File: src/rtl/pe_column_feeder.sv
// Write-side driver for one PE column: turns load/run commands and a valid/ready word
// stream into registered columnControl strobes and kernel/neuron write data.
module pe_column_feeder #(
  parameter int         W         = 16,
  parameter int         A         = 7,
  parameter logic [5:0] CTRL_IDLE = 6'h00,
  parameter logic [5:0] CTRL_LOAD = 6'h01,
  parameter logic [5:0] CTRL_RUN  = 6'h02
) (
  input  logic         CLK,
  input  logic         RST,
  input  logic         cmdValid,
  output logic         cmdReady,
  input  logic [1:0]   cmdOp,
  input  logic [A:0]   cmdCount,
  input  logic         inValid,
  input  logic [W-1:0] inData,
  output logic         inReady,
  output logic [7:0]   columnControl,
  output logic [W-1:0] kernelIn,
  output logic [W-1:0] neuronIn,
  output logic         busy,
  output logic         done
);

  typedef enum logic [1:0] {S_IDLE, S_LOAD, S_RUN, S_DONE} state_t;

  localparam logic [A:0] DEPTH   = {1'b1, {A{1'b0}}};
  localparam logic [A:0] ONE     = {{A{1'b0}}, 1'b1};
  localparam logic [1:0] OP_KERN = 2'b00;
  localparam logic [1:0] OP_NEUR = 2'b01;
  localparam logic [1:0] OP_RUN  = 2'b10;

  // Counts beyond the store depth would wrap the PE address; limit them to one full store.
  function automatic logic [A:0] clip_count(input logic [A:0] c);
    return (c > DEPTH) ? DEPTH : c;
  endfunction

  state_t       state_p0, state_p1;
  logic [1:0]   op_p0, op_p1;
  logic [A:0]   rem_p0, rem_p1;
  logic [7:0]   ctrl_p0, ctrl_p1;
  logic [W-1:0] kin_p0, kin_p1;
  logic [W-1:0] nin_p0, nin_p1;
  logic [A:0]   cnt;
  logic         cmd_acc;
  logic         word_acc;

  assign cmdReady = (state_p1 == S_IDLE) && !RST;
  assign inReady  = (state_p1 == S_LOAD) && (rem_p1 != '0);
  assign busy     = (state_p1 != S_IDLE);
  assign done     = (state_p1 == S_DONE);
  assign cmd_acc  = cmdValid && cmdReady;
  assign word_acc = inValid && inReady;

  // Stage p0: next-state and next-output decode
  always_comb begin
    state_p0 = state_p1;
    op_p0    = op_p1;
    rem_p0   = rem_p1;
    ctrl_p0  = {CTRL_IDLE, 2'b00};
    kin_p0   = kin_p1;
    nin_p0   = nin_p1;
    cnt      = clip_count(cmdCount);
    case (state_p1)
      S_IDLE: begin
        if (cmd_acc) begin
          op_p0  = cmdOp;
          rem_p0 = cnt;
          if (cnt == '0 || cmdOp == 2'b11) begin
            state_p0 = S_DONE;
          end else if (cmdOp == OP_RUN) begin
            state_p0 = S_RUN;
            ctrl_p0  = {CTRL_RUN, 2'b00};
          end else begin
            state_p0 = S_LOAD;
          end
        end
      end
      S_LOAD: begin
        if (word_acc) begin
          rem_p0  = rem_p1 - ONE;
          ctrl_p0 = {CTRL_LOAD, op_p1 == OP_KERN, op_p1 == OP_NEUR};
          if (op_p1 == OP_KERN) kin_p0 = inData;
          else                  nin_p0 = inData;
          if (rem_p1 == ONE) state_p0 = S_DONE;
        end
      end
      S_RUN: begin
        // rem counts run cycles still to present, including the one on the outputs now.
        if (rem_p1 <= ONE) begin
          rem_p0   = '0;
          state_p0 = S_DONE;
        end else begin
          rem_p0  = rem_p1 - ONE;
          ctrl_p0 = {CTRL_RUN, 2'b00};
        end
      end
      default: state_p0 = S_IDLE;
    endcase
  end

  // Stage p1: registered state and column outputs
  always_ff @(posedge CLK) begin
    if (RST) begin
      state_p1 <= S_IDLE;
      op_p1    <= '0;
      rem_p1   <= '0;
      ctrl_p1  <= {CTRL_IDLE, 2'b00};
      kin_p1   <= '0;
      nin_p1   <= '0;
    end else begin
      state_p1 <= state_p0;
      op_p1    <= op_p0;
      rem_p1   <= rem_p0;
      ctrl_p1  <= ctrl_p0;
      kin_p1   <= kin_p0;
      nin_p1   <= nin_p0;
    end
  end

  assign columnControl = ctrl_p1;
  assign kernelIn      = kin_p1;
  assign neuronIn      = nin_p1;

endmodule

File: config.mk
export PLATFORM = sky130hd
export DESIGN_NAME = pe_column_feeder
export DESIGN_NICKNAME = d
export VERILOG_FILES = /design/src/rtl/pe_column_feeder.sv
export SDC_FILE = /design/constraint.sdc
export NUM_CORES = 1
export LEC_CHECK = 0
export CORE_ASPECT_RATIO = 1.4
export CORE_UTILIZATION = 49
export CTS_CLUSTER_SIZE = 12
export DETAILED_ROUTE_END_ITERATION = 16
export PLACE_DENSITY = 0.86
export REMOVE_ABC_BUFFERS = 1
export SLEW_MARGIN = 20
export SYNTH_ARGS = -nofsm -noshare
export SYNTH_HDL_FRONTEND = slang
export SYNTH_SLANG_ARGS = --single-unit
File: constraint.sdc
create_clock -name CLK -period 3.3 [get_ports CLK]
set_input_delay 0.66 -clock CLK [delete_from_list [all_inputs] [get_ports CLK]]
set_output_delay 0.66 -clock CLK [all_outputs]
set_load 0.1 [all_outputs]
==> impl_results.md <==
- Post-Synthesis Cells: 281
- Gr usage total: 0.233
- Post-route ant nets: 0
- Asr flop ratio synth: 0
- Largest net degree at the start of global routing: 49
- Crit path kind: input pin to output port
- Synthesis Warnings: 0
- Leakage power: 1.15 nW
- Area leader, netlist: dfxtp_1
- Via count: around 2200
- Post-DP Area: 2840 µm²
- Clock transition at the registers of the reported paths: 0.09 ns
- RSZ-0062 raised after global routing: no
- Dpl cells: about 400
- Post-CTS Setup Repair Bufs: 0
- Die Wd: 59.1 µm
- Max-cap viol count: 0
- Post-Route Setup TNS: 0 ns
- Post-Route WL: 5430 µm
- Initial drt markers: 128
- Setup crit end kind: output port
- Number of global-route vias before repair: about 1900
- Pwr Total: 2.23 mW
- Worst-Margin Slew: 0.658 ns
- Vias per cell: 5.38
- Hold_buf cts: 0
- Die height: 81.9 µm
- First-pass GRT wire length: 8610 µm
- Hold crit path type: register to register
- Starting Density: 0.519
- Seq/Total Area, Yosys: 0.430
- Initial antenna violation count: 0
- Synth-to-layout area growth: 31.6%
- Die Area: 4840 µm²
- H-Tree Depth: 2
- Row cnt: 28
- TritonCTS clock tree: yes
- Router iterations before antenna repair: 4
- Share of Yosys cell area claimed by the top area cell type: 0.430
- Nets: 380
- Layout cell share with drive strength beyond 1: 0.166
- Synth Flop Type: dfxtp_1
- Worst Skew: 0.0117 ns
- Final Hold Fails: 0
- Post-synth EDFFs: 0
- Worst-Skew Late Latency: about 0.3 ns
- Yosys cell types: 47
- CTS max path bufs: 2
- Multi-input combinational cell area: 1160 µm²
- Reg-to-reg slack, setup: 0.93 ns
- Mapped cell area: 2240 µm²
- FMAX: 384 MHz
- Max VDD drop: 0.520 mV
- Worst EP arrival: 1.95 ns
- Period utilization: 0.790
- Outcome: completed
- PwrDens: 758 nW/µm²
- Post-cts sizing count: 0
- Synth top area cells: dfxtp_1 43%, nand2_1 13%, a21oi_1 9.2%
- CTS sink count: between 40 and 50
- Rel. slew slack: 0.561
- Detailed-route DRC error count: 0
- Syn avg cell area: between 7 and 8 µm²
- Fillers: 370
- Area of the core: 4310 µm²
- Antenna diode count: 0
- I/O Pins: 74
- Count of final setup violators: 0
- GR Overflow Total: 0
- Max FO, Critical Path: 48
- Reg area: 961 µm²
- Routed wire length per instance: 13.4 µm
- Routability cong.: between 0.9 and 1
- Dpl hpwl: around 4000 µm
- Post-layout min period: 2.61 ns
- Yosys reg bits: 48
- Startpoint Class: input pin
- CTS Root Cell: clkbuf_8
- CTS Buf Count: 5
- Max-slew violations: 0
- Final instance area: 2940 µm²
- IO buf count: 69
- Finished Layout Cells: approximately 400
- Worst EP required: 2.64 ns
==> worst max-delay path, cell delays in order <==
cell and delay (ns):
clkdlybuf4s50_1 0.48, buf_4 0.43, nor2_1 0.15, buf_12 0.20
==> sequential cells by signal (all words and copies together) (netlist names) <==
name,count
state_p1,2
rem_p1,8
neuronIn,16
columnControl,4
op_p1,2
kernelIn,16
==> cell usage in the layout, fill, tap and decap left out, drive strengths merged, types with 3 or more instances in the layout <==
| cell | n |
|---|---|
| o21ai | 6 |
| clkbuf | 6 |
| nand2b | 4 |
| clkdlybuf4s50 | 29 |
| a31oi | 3 |
| ha | 7 |
| mux2i | 5 |
| nor3 | 5 |
| and2 | 5 |
| nor2b | 3 |
| nor2 | 11 |
| nand3 | 4 |
| conb | 4 |
| inv | 8 |
| a21oi | 41 |
| buf | 42 |
| a221oi | 4 |
| dfxtp | 48 |
| nand2 | 77 |
| or4 | 3 |
==> logic make-up after synthesis <==
kind of cell,after synthesis,synth area share
simple gates,123,0.248
compound gates,70,0.201
flops,48,0.430
buf+inv,27,0.0576
fa+ha+maj,7,0.0392
mux,5,0.0224
other cells,1,0.00168
==> final cells by class <==
type / instances / area share
tap: 60 / 0.0255
sequential: 48 / 0.327
clock buffer: 6 / 0.0281
multi-input combinational: 209 / 0.395
timing repair buffer: 71 / 0.210
inverter: 8 / 0.0102
clock inverter: 2 / 0.00510
==> routing by layer <==
metal  vias up  GRT usage  part of all wire
met5         -          0                 0
met4         0     0.0905             0.020
met3        10     0.0378             0.059
met2        89      0.411              0.50
met1       989      0.277              0.42
li1       1084          -                 -
==> worst paths after layout <==
check              startpoint  cells after the start     endpoint
setup reg to reg  state_p1[1]                      6    rem_p1[5]
hold reg to reg   kernelIn[4]                      2  kernelIn[4]
hold / removal    kernelIn[4]                      2  kernelIn[4]
setup / recovery          RST                      4     cmdReady
==> per-stage QoR <==
step | util | setup slack (ns) | hold slack, ns
floorplan | - | 0.104 | 0.453
global placement | 0.659 | 0.602 | 0.443
detailed placement | 0.659 | 0.560 | 0.449
CTS | 0.682 | 0.710 | 0.461
global route | 0.683 | 0.613 | 0.477
finish | 0.683 | 0.693 | 0.457
==> synth_stat cells, types with 2 or more instances <==
library cell,count
a21oi_1,41
a221oi_1,2
a31oi_1,3
and2_1,5
buf_2,5
buf_4,5
clkbuf_1,7
clkbuf_2,2
dfxtp_1,48
ha_1,7
inv_1,8
mux2i_1,5
nand2_1,76
nand2b_1,4
nand3_1,4
nand4_1,2
nor2_1,11
nor2b_1,3
nor3_1,4
nor3b_1,2
nor4_1,2
o2111ai_1,2
o21ai_0,4
o22ai_1,2
o31a_1,2
or3_1,2
or4_1,3
==> power breakdown <==
part           internal, mW  switching (mW)  total (mW)
sequential            0.652          0.0713       0.723
combinational         0.348           0.793        1.14
clock                 0.170           0.197       0.366
total                  1.17            1.06        2.23
Power figures use the tool's default switching activity.
